## src/rtl/mips_pkg.sv

```systemverilog
// mips_pkg: shared encodings for the multicycle MIPS controller.
// Holds the FSM state enum, opcode/funct values, ALU control codes,
// the controller-to-aludec ALU operation class and mux-select codes.
package mips_pkg;

  typedef enum logic [4:0] {
    S_FETCH1  = 5'd0,
    S_FETCH2  = 5'd1,
    S_FETCH3  = 5'd2,
    S_FETCH4  = 5'd3,
    S_DECODE  = 5'd4,
    S_MEMADR  = 5'd5,
    S_LBRD    = 5'd6,
    S_LBWR    = 5'd7,
    S_SBWR    = 5'd8,
    S_RTYPEEX = 5'd9,
    S_RTYPEWR = 5'd10,
    S_BEQEX   = 5'd11,
    S_JEX     = 5'd12,
    S_ADDIEX  = 5'd13,
    S_ADDIWR  = 5'd14
  } state_t;

  // Opcodes (instr[31:26])
  localparam logic [5:0] OP_LB    = 6'b100000;
  localparam logic [5:0] OP_SB    = 6'b101000;
  localparam logic [5:0] OP_RTYPE = 6'b000000;
  localparam logic [5:0] OP_BEQ   = 6'b000100;
  localparam logic [5:0] OP_J     = 6'b000010;
  localparam logic [5:0] OP_ADDI  = 6'b001000;

  // R-type funct codes (instr[5:0])
  localparam logic [5:0] FN_ADD = 6'b100000;
  localparam logic [5:0] FN_SUB = 6'b100010;
  localparam logic [5:0] FN_AND = 6'b100100;
  localparam logic [5:0] FN_OR  = 6'b100101;
  localparam logic [5:0] FN_SLT = 6'b101010;

  // ALU control codes
  localparam logic [2:0] ALU_AND = 3'b000;
  localparam logic [2:0] ALU_OR  = 3'b001;
  localparam logic [2:0] ALU_ADD = 3'b010;
  localparam logic [2:0] ALU_SUB = 3'b110;
  localparam logic [2:0] ALU_SLT = 3'b111;

  // ALU operation class from FSM to aludec. NONE keeps alucontrol at its
  // all-zero default in states that do not use the ALU.
  localparam logic [1:0] ALUOP_NONE  = 2'b00;
  localparam logic [1:0] ALUOP_ADD   = 2'b01;
  localparam logic [1:0] ALUOP_SUB   = 2'b10;
  localparam logic [1:0] ALUOP_FUNCT = 2'b11;

  // ALU B-operand select
  localparam logic [1:0] SRCB_B   = 2'b00;
  localparam logic [1:0] SRCB_ONE = 2'b01;
  localparam logic [1:0] SRCB_IMM = 2'b10;
  localparam logic [1:0] SRCB_OFF = 2'b11;

  // PC source select
  localparam logic [1:0] PCSRC_ALU    = 2'b00;
  localparam logic [1:0] PCSRC_ALUOUT = 2'b01;
  localparam logic [1:0] PCSRC_JUMP   = 2'b10;

endpackage

```

## src/rtl/controller_aludec.sv

```systemverilog
// aludec: combinational ALU decoder.
// Ports:
//   aluop      in  2  operation class from the controller FSM
//   funct      in  6  instr[5:0], used only for the R-type class
//   alucontrol out 3  ALU operation code
module aludec
  import mips_pkg::*;
(
  input  logic [1:0] aluop,
  input  logic [5:0] funct,
  output logic [2:0] alucontrol
);

  always_comb begin
    alucontrol = ALU_AND;
    case (aluop)
      ALUOP_ADD: alucontrol = ALU_ADD;
      ALUOP_SUB: alucontrol = ALU_SUB;
      ALUOP_FUNCT: begin
        case (funct)
          FN_SUB:  alucontrol = ALU_SUB;
          FN_AND:  alucontrol = ALU_AND;
          FN_OR:   alucontrol = ALU_OR;
          FN_SLT:  alucontrol = ALU_SLT;
          default: alucontrol = ALU_ADD;  // includes FN_ADD
        endcase
      end
      default: alucontrol = ALU_AND;
    endcase
  end

endmodule

```

## src/rtl/controller.sv

```systemverilog
// controller: multicycle Moore control FSM for the 8-bit MIPS datapath.
// Fetches each instruction as four byte reads, decodes op, then
// sequences the datapath through execute/memory/writeback states.
// Ports:
//   clk, reset (async active-low)
//   op, funct, zero            from datapath
//   memread, memwrite          memory strobes
//   alusrca, alusrcb, iord     datapath mux selects
//   irwrite                    one-hot instruction byte load
//   memtoreg, regdst, regwrite register file write path
//   pcen, pcsource             PC update
//   alucontrol                 ALU operation
module controller
  import mips_pkg::*;
(
  input  logic       clk,
  input  logic       reset,
  input  logic [5:0] op,
  input  logic [5:0] funct,
  input  logic       zero,
  output logic       memread,
  output logic       memwrite,
  output logic       alusrca,
  output logic [1:0] alusrcb,
  output logic       iord,
  output logic [3:0] irwrite,
  output logic       memtoreg,
  output logic       regdst,
  output logic       regwrite,
  output logic       pcen,
  output logic [1:0] pcsource,
  output logic [2:0] alucontrol
);

  state_t     state_reg, state_next;
  logic       memread_raw, memwrite_raw, regwrite_raw, pcwrite, branch;
  logic [3:0] irwrite_raw;
  logic [1:0] aluop;

  always_ff @(posedge clk or negedge reset) begin
    if (!reset) state_reg <= S_FETCH1;
    else        state_reg <= state_next;
  end

  always_comb begin
    state_next = S_FETCH1;
    case (state_reg)
      S_FETCH1: state_next = S_FETCH2;
      S_FETCH2: state_next = S_FETCH3;
      S_FETCH3: state_next = S_FETCH4;
      S_FETCH4: state_next = S_DECODE;
      S_DECODE: begin
        case (op)
          OP_LB, OP_SB: state_next = S_MEMADR;
          OP_RTYPE:     state_next = S_RTYPEEX;
          OP_BEQ:       state_next = S_BEQEX;
          OP_J:         state_next = S_JEX;
          OP_ADDI:      state_next = S_ADDIEX;
          default:      state_next = S_FETCH1;  // unknown op executes as a no-op
        endcase
      end
      S_MEMADR: begin
        if (op == OP_LB)      state_next = S_LBRD;
        else if (op == OP_SB) state_next = S_SBWR;
        else                  state_next = S_FETCH1;
      end
      S_LBRD:    state_next = S_LBWR;
      S_RTYPEEX: state_next = S_RTYPEWR;
      S_ADDIEX:  state_next = S_ADDIWR;
      default:   state_next = S_FETCH1;  // last state of each instruction, or illegal encoding
    endcase
  end

  always_comb begin
    memread_raw  = 1'b0;
    memwrite_raw = 1'b0;
    alusrca      = 1'b0;
    alusrcb      = SRCB_B;
    iord         = 1'b0;
    irwrite_raw  = 4'b0000;
    memtoreg     = 1'b0;
    regdst       = 1'b0;
    regwrite_raw = 1'b0;
    pcwrite      = 1'b0;
    branch       = 1'b0;
    pcsource     = PCSRC_ALU;
    aluop        = ALUOP_NONE;
    case (state_reg)
      S_FETCH1, S_FETCH2, S_FETCH3, S_FETCH4: begin
        memread_raw = 1'b1;
        iord        = 1'b1;
        alusrca     = 1'b1;
        alusrcb     = SRCB_ONE;
        aluop       = ALUOP_ADD;
        pcwrite     = 1'b1;
        // state index 0..3 selects the instruction byte being loaded
        irwrite_raw = 4'b0001 << state_reg[1:0];
      end
      S_DECODE: begin
        // precompute branch target into aluout
        alusrca = 1'b1;
        alusrcb = SRCB_OFF;
        aluop   = ALUOP_ADD;
      end
      S_MEMADR, S_ADDIEX: begin
        alusrcb = SRCB_IMM;
        aluop   = ALUOP_ADD;
      end
      S_LBRD: memread_raw = 1'b1;
      S_LBWR: begin
        regwrite_raw = 1'b1;
        regdst       = 1'b1;
      end
      S_SBWR: memwrite_raw = 1'b1;
      S_RTYPEEX: aluop = ALUOP_FUNCT;
      S_RTYPEWR: begin
        regwrite_raw = 1'b1;
        memtoreg     = 1'b1;
      end
      S_BEQEX: begin
        aluop    = ALUOP_SUB;
        branch   = 1'b1;
        pcsource = PCSRC_ALUOUT;
      end
      S_JEX: begin
        pcwrite  = 1'b1;
        pcsource = PCSRC_JUMP;
      end
      S_ADDIWR: begin
        regwrite_raw = 1'b1;
        regdst       = 1'b1;
        memtoreg     = 1'b1;
      end
      default: ;
    endcase
  end

  aludec u_aludec (
    .aluop      (aluop),
    .funct      (funct),
    .alucontrol (alucontrol)
  );

  // Strobes are gated by reset so nothing is written while reset is held,
  // even though the FETCH1 state itself would drive them.
  assign memread  = memread_raw  & reset;
  assign memwrite = memwrite_raw & reset;
  assign regwrite = regwrite_raw & reset;
  assign irwrite  = reset ? irwrite_raw : 4'b0000;
  assign pcen     = reset & (pcwrite | (branch & zero));

endmodule

```

## config.mk

```make
export PLATFORM = sky130hd
export DESIGN_NAME = controller
export DESIGN_NICKNAME = d
export VERILOG_FILES = /design/src/rtl/mips_pkg.sv /design/src/rtl/controller_aludec.sv /design/src/rtl/controller.sv
export SDC_FILE = /design/constraint.sdc
export NUM_CORES = 1
export LEC_CHECK = 0
export BUFFER_PORTS_ARGS = -buffer_cell sky130_fd_sc_hd__buf_4
export CORE_UTILIZATION = 45
export CTS_CLUSTER_DIAMETER = 40
export DETAILED_ROUTE_END_ITERATION = 10
export PLACE_DENSITY = 0.86
export SLEW_MARGIN = 20
export SYNTH_ARGS = -nofsm -noshare
export SYNTH_HDL_FRONTEND = slang
export SYNTH_SLANG_ARGS = --single-unit
export TNS_END_PERCENT = 5
```

## constraint.sdc

```tcl
create_clock -name clk -period 3.2 [get_ports clk]
set_input_delay 0.48 -clock clk [delete_from_list [all_inputs] [get_ports clk]]
set_output_delay 0.48 -clock clk [all_outputs]
set_load 0.01 [all_outputs]
```

==> results.py <==
metrics = {
    "outcome": {
        "status": "completed",
    },
    "clocking": {
        "root_buffer": "clkbuf_4",
        "cts_buffer_depth": 2,
        "path_clk_slew_ps": 40,
        "h-tree-depth": 1,
        "cts_sinks": 4,
        "cts_buffers": 3,
        "cts_tree": "yes",
        "clock_latency_ps": 240,
        "cts_resized": 0,
        "hold_buffers": 0,
        "cts_post_setup_buffers_inserted": 0,
    },
    "logic_synthesis": {
        "ys.flop_type": "dfrtp_1",
        "ys_seq_area_frac": 0.171,
        "synth_top_area_frac": 0.171,
        "synth_fp_nets": 100,
        "synthXorXnorAreaFrac": 0.0299,
        "yosys.area_share.simple": 0.479,
        "synth_mux_area_frac": 0,
        "yosys_warnings": 0,
        "synthCells": 85,
        "synth_top_family_by_area": "simple AND/OR/NAND/NOR gates",
        "synthAdderAreaFrac": 0,
        "synth.most_common_cell": "nor2_1",
        "synth-seq-cells": 4,
        "synthesis.area_um2": 586,
        "synth_area_leaders": "dfrtp_1 17%, nor2_1 9.0%, nand2b_1 7.5%",
        "syn_avg_cell_area_um2": 6.89,
        "synth_compound_area_frac": 0.235,
        "synth_cell_types": 32,
        "yosys.area.top_type": "dfrtp_1",
        "ys_async_sr_fraction": 1.00,
        "synthTopCellsByCount": "14 x nor2_1, 7 x buf_2, 7 x nand2b_1",
        "synth-edff-count": 0,
    },
    "final_layout": {
        "design_area_um2": 838,
        "drive_gt1_frac": 0.368,
        "nets": 131,
        "area_delta_synth_final_pct": 43.2,
        "num-fill-cells": 93,
        "largest_reg_flops": 4,
        "diodes": 0,
    },
    "worst_setup_path": {
        "crit_start": "state_reg[0]",
        "r2r_slack_ps": 1780,
        "rr_worst_depth": 3,
        "crit_path_end_kind": "primary output",
        "critPathKind": "flop to primary output",
        "worstPathMaxFanout": 18,
        "r2r_end": "state_reg[2]",
        "cp-start-kind": "flop",
        "reg2reg_from": "state_reg[2]",
        "required_ps": 2720,
        "cp.arrival_ps": 1600,
    },
    "die": {
        "ioPinCount": 34,
        "fp-row-count": 12,
        "die_x_um": 38.1,
        "die-area_mm2": 0.00145,
        "core_area_mm2": 0.00116,
        "die_h_um": 38.1,
        "start_util": 0.506,
    },
    "route": {
        "wire_per_inst_um": 12.7,
        "drtAntennaViolNets": 0,
        "finalWirelength_mm": 1.62,
        "first_pass_iters": 4,
        "via_per_inst": 5.70,
        "drtIter0Drc": 14,
        "route.detailed.drc": 0,
        "num_vias": 730,
    },
    "placement": {
        "dpl.hpwl_mm": 1.18,
        "io_buffer_count": 33,
        "dpl_cell_area_um2": 816,
        "gp_congestion": 0.710,
    },
    "timing": {
        "worstMarginPinSlew_ps": 570,
        "setup_viol": 0,
        "slew_headroom": 0.620,
        "fin_skew_ps": 9.04,
        "max_freq_ghz": 0.481,
        "maxSlewViolCount": 0,
        "rsz0062_at_grt": "no",
        "fin_crit_ps": 2080,
        "post-route-period-util": 0.650,
        "final_hold_viol_count": 0,
        "fin_setup_tns_ps": 0,
    },
    "power": {
        "p_leak_nw": 0.384,
        "sequentialPowerShare": 0.306,
        "combPwrFrac": 0.563,
        "p_int_mw": 0.254,
        "netSwitchingPower_mw": 0.231,
        "p_clk_frac": 0.131,
        "ir_worst_vdd_mv": 0.253,
        "power_density_mw_per_mm2": 578,
        "switching_share": 0.477,
    },
    "global_routing": {
        "antenna_found_initial": 0,
        "grt_pass1_wl_mm": 2.52,
        "grt_use_met3": 0.0523,
        "gr-usage-met2": 0.441,
        "overflow": 0,
        "grt_pass1_vias": 613,
        "grt_busiest_layer": "met2",
        "use_met1": 0.281,
        "grt_max_degree": 20,
        "grt_use_total": 0.248,
    },
    "flow_run": {
        "drv_cap": 0,
    },
    "worst_hold_path": {
        "hold_path.class": "input port to async pin",
    },
}
power groups by stage:
stage	Sequential, mW	Clock, mW	Combinational, mW
after floorplan	0.0775	0	0.237
after global placement	0.148	0	0.259
after detailed placement	0.146	0	0.267
after CTS	0.146	0.0642	0.271
after global routing	0.159	0.0672	0.295
final	0.148	0.0635	0.273
metrics by stage:
stage,std cells,setup WS [ps],power (mW),hold WS (ps),utilization
after floorplan,85,1410,0.315,184,-
after global routing,128,1000,0.521,45.5,0.725
after detailed placement,125,1180,0.414,295,0.706
after CTS,128,1130,0.482,43.5,0.725
final,128,1120,0.485,42.0,0.725
after global placement,125,1200,0.407,296,0.706
layer usage:
metal	vias to the layer above	part of all wire
met2	32	0.53
met4	0	0.0037
met1	332	0.42
met3	2	0.049
met5	-	0
li1	364	-
worst max-delay path by stage:
stage | end | slack (ps)
global placement | alucontrol[1] | 1200
CTS | pcen | 1130
finish | alucontrol[0] | 1120
floorplan | alucontrol[0] | 1410
detailed placement | alucontrol[1] | 1180
global route | alucontrol[0] | 1000
critical path: stages, from the launching register on:
cell	delay [ps]
dfrtp_1	680
nand2b_1	220
nor4_2	310
buf_4	160
cells by family after synthesis:
kind of cell,Yosys count
flops,4
buf+inv,11
simple gates,49
xor+xnor,2
compound gates,19
layout by cell type, fill, tap and decap left out, drive strengths merged, types with 2 or more instances in the layout:
cell type	n
a21oi	4
or2	2
inv	4
nand2	6
nor2	14
xor2	2
nand4	4
buf	33
nand3	3
and3	3
clkbuf	3
nand2b	7
a22oi	2
nor3b	2
o21ai	2
a31oi	4
nor3	2
nor4b	2
dfrtp	4
layout make-up:
class | count | area (um^2) | share of cell area
well taps | 14 | 17.5 | 0.0209
inverters | 4 | 15.0 | 0.0179
flip-flops and latches | 4 | 100 | 0.119
repair buffers | 33 | 248 | 0.296
clock buffers | 3 | 22.5 | 0.0269
multi-input cells | 70 | 435 | 0.519
Note: power is estimated with default switching activity, not from simulation.
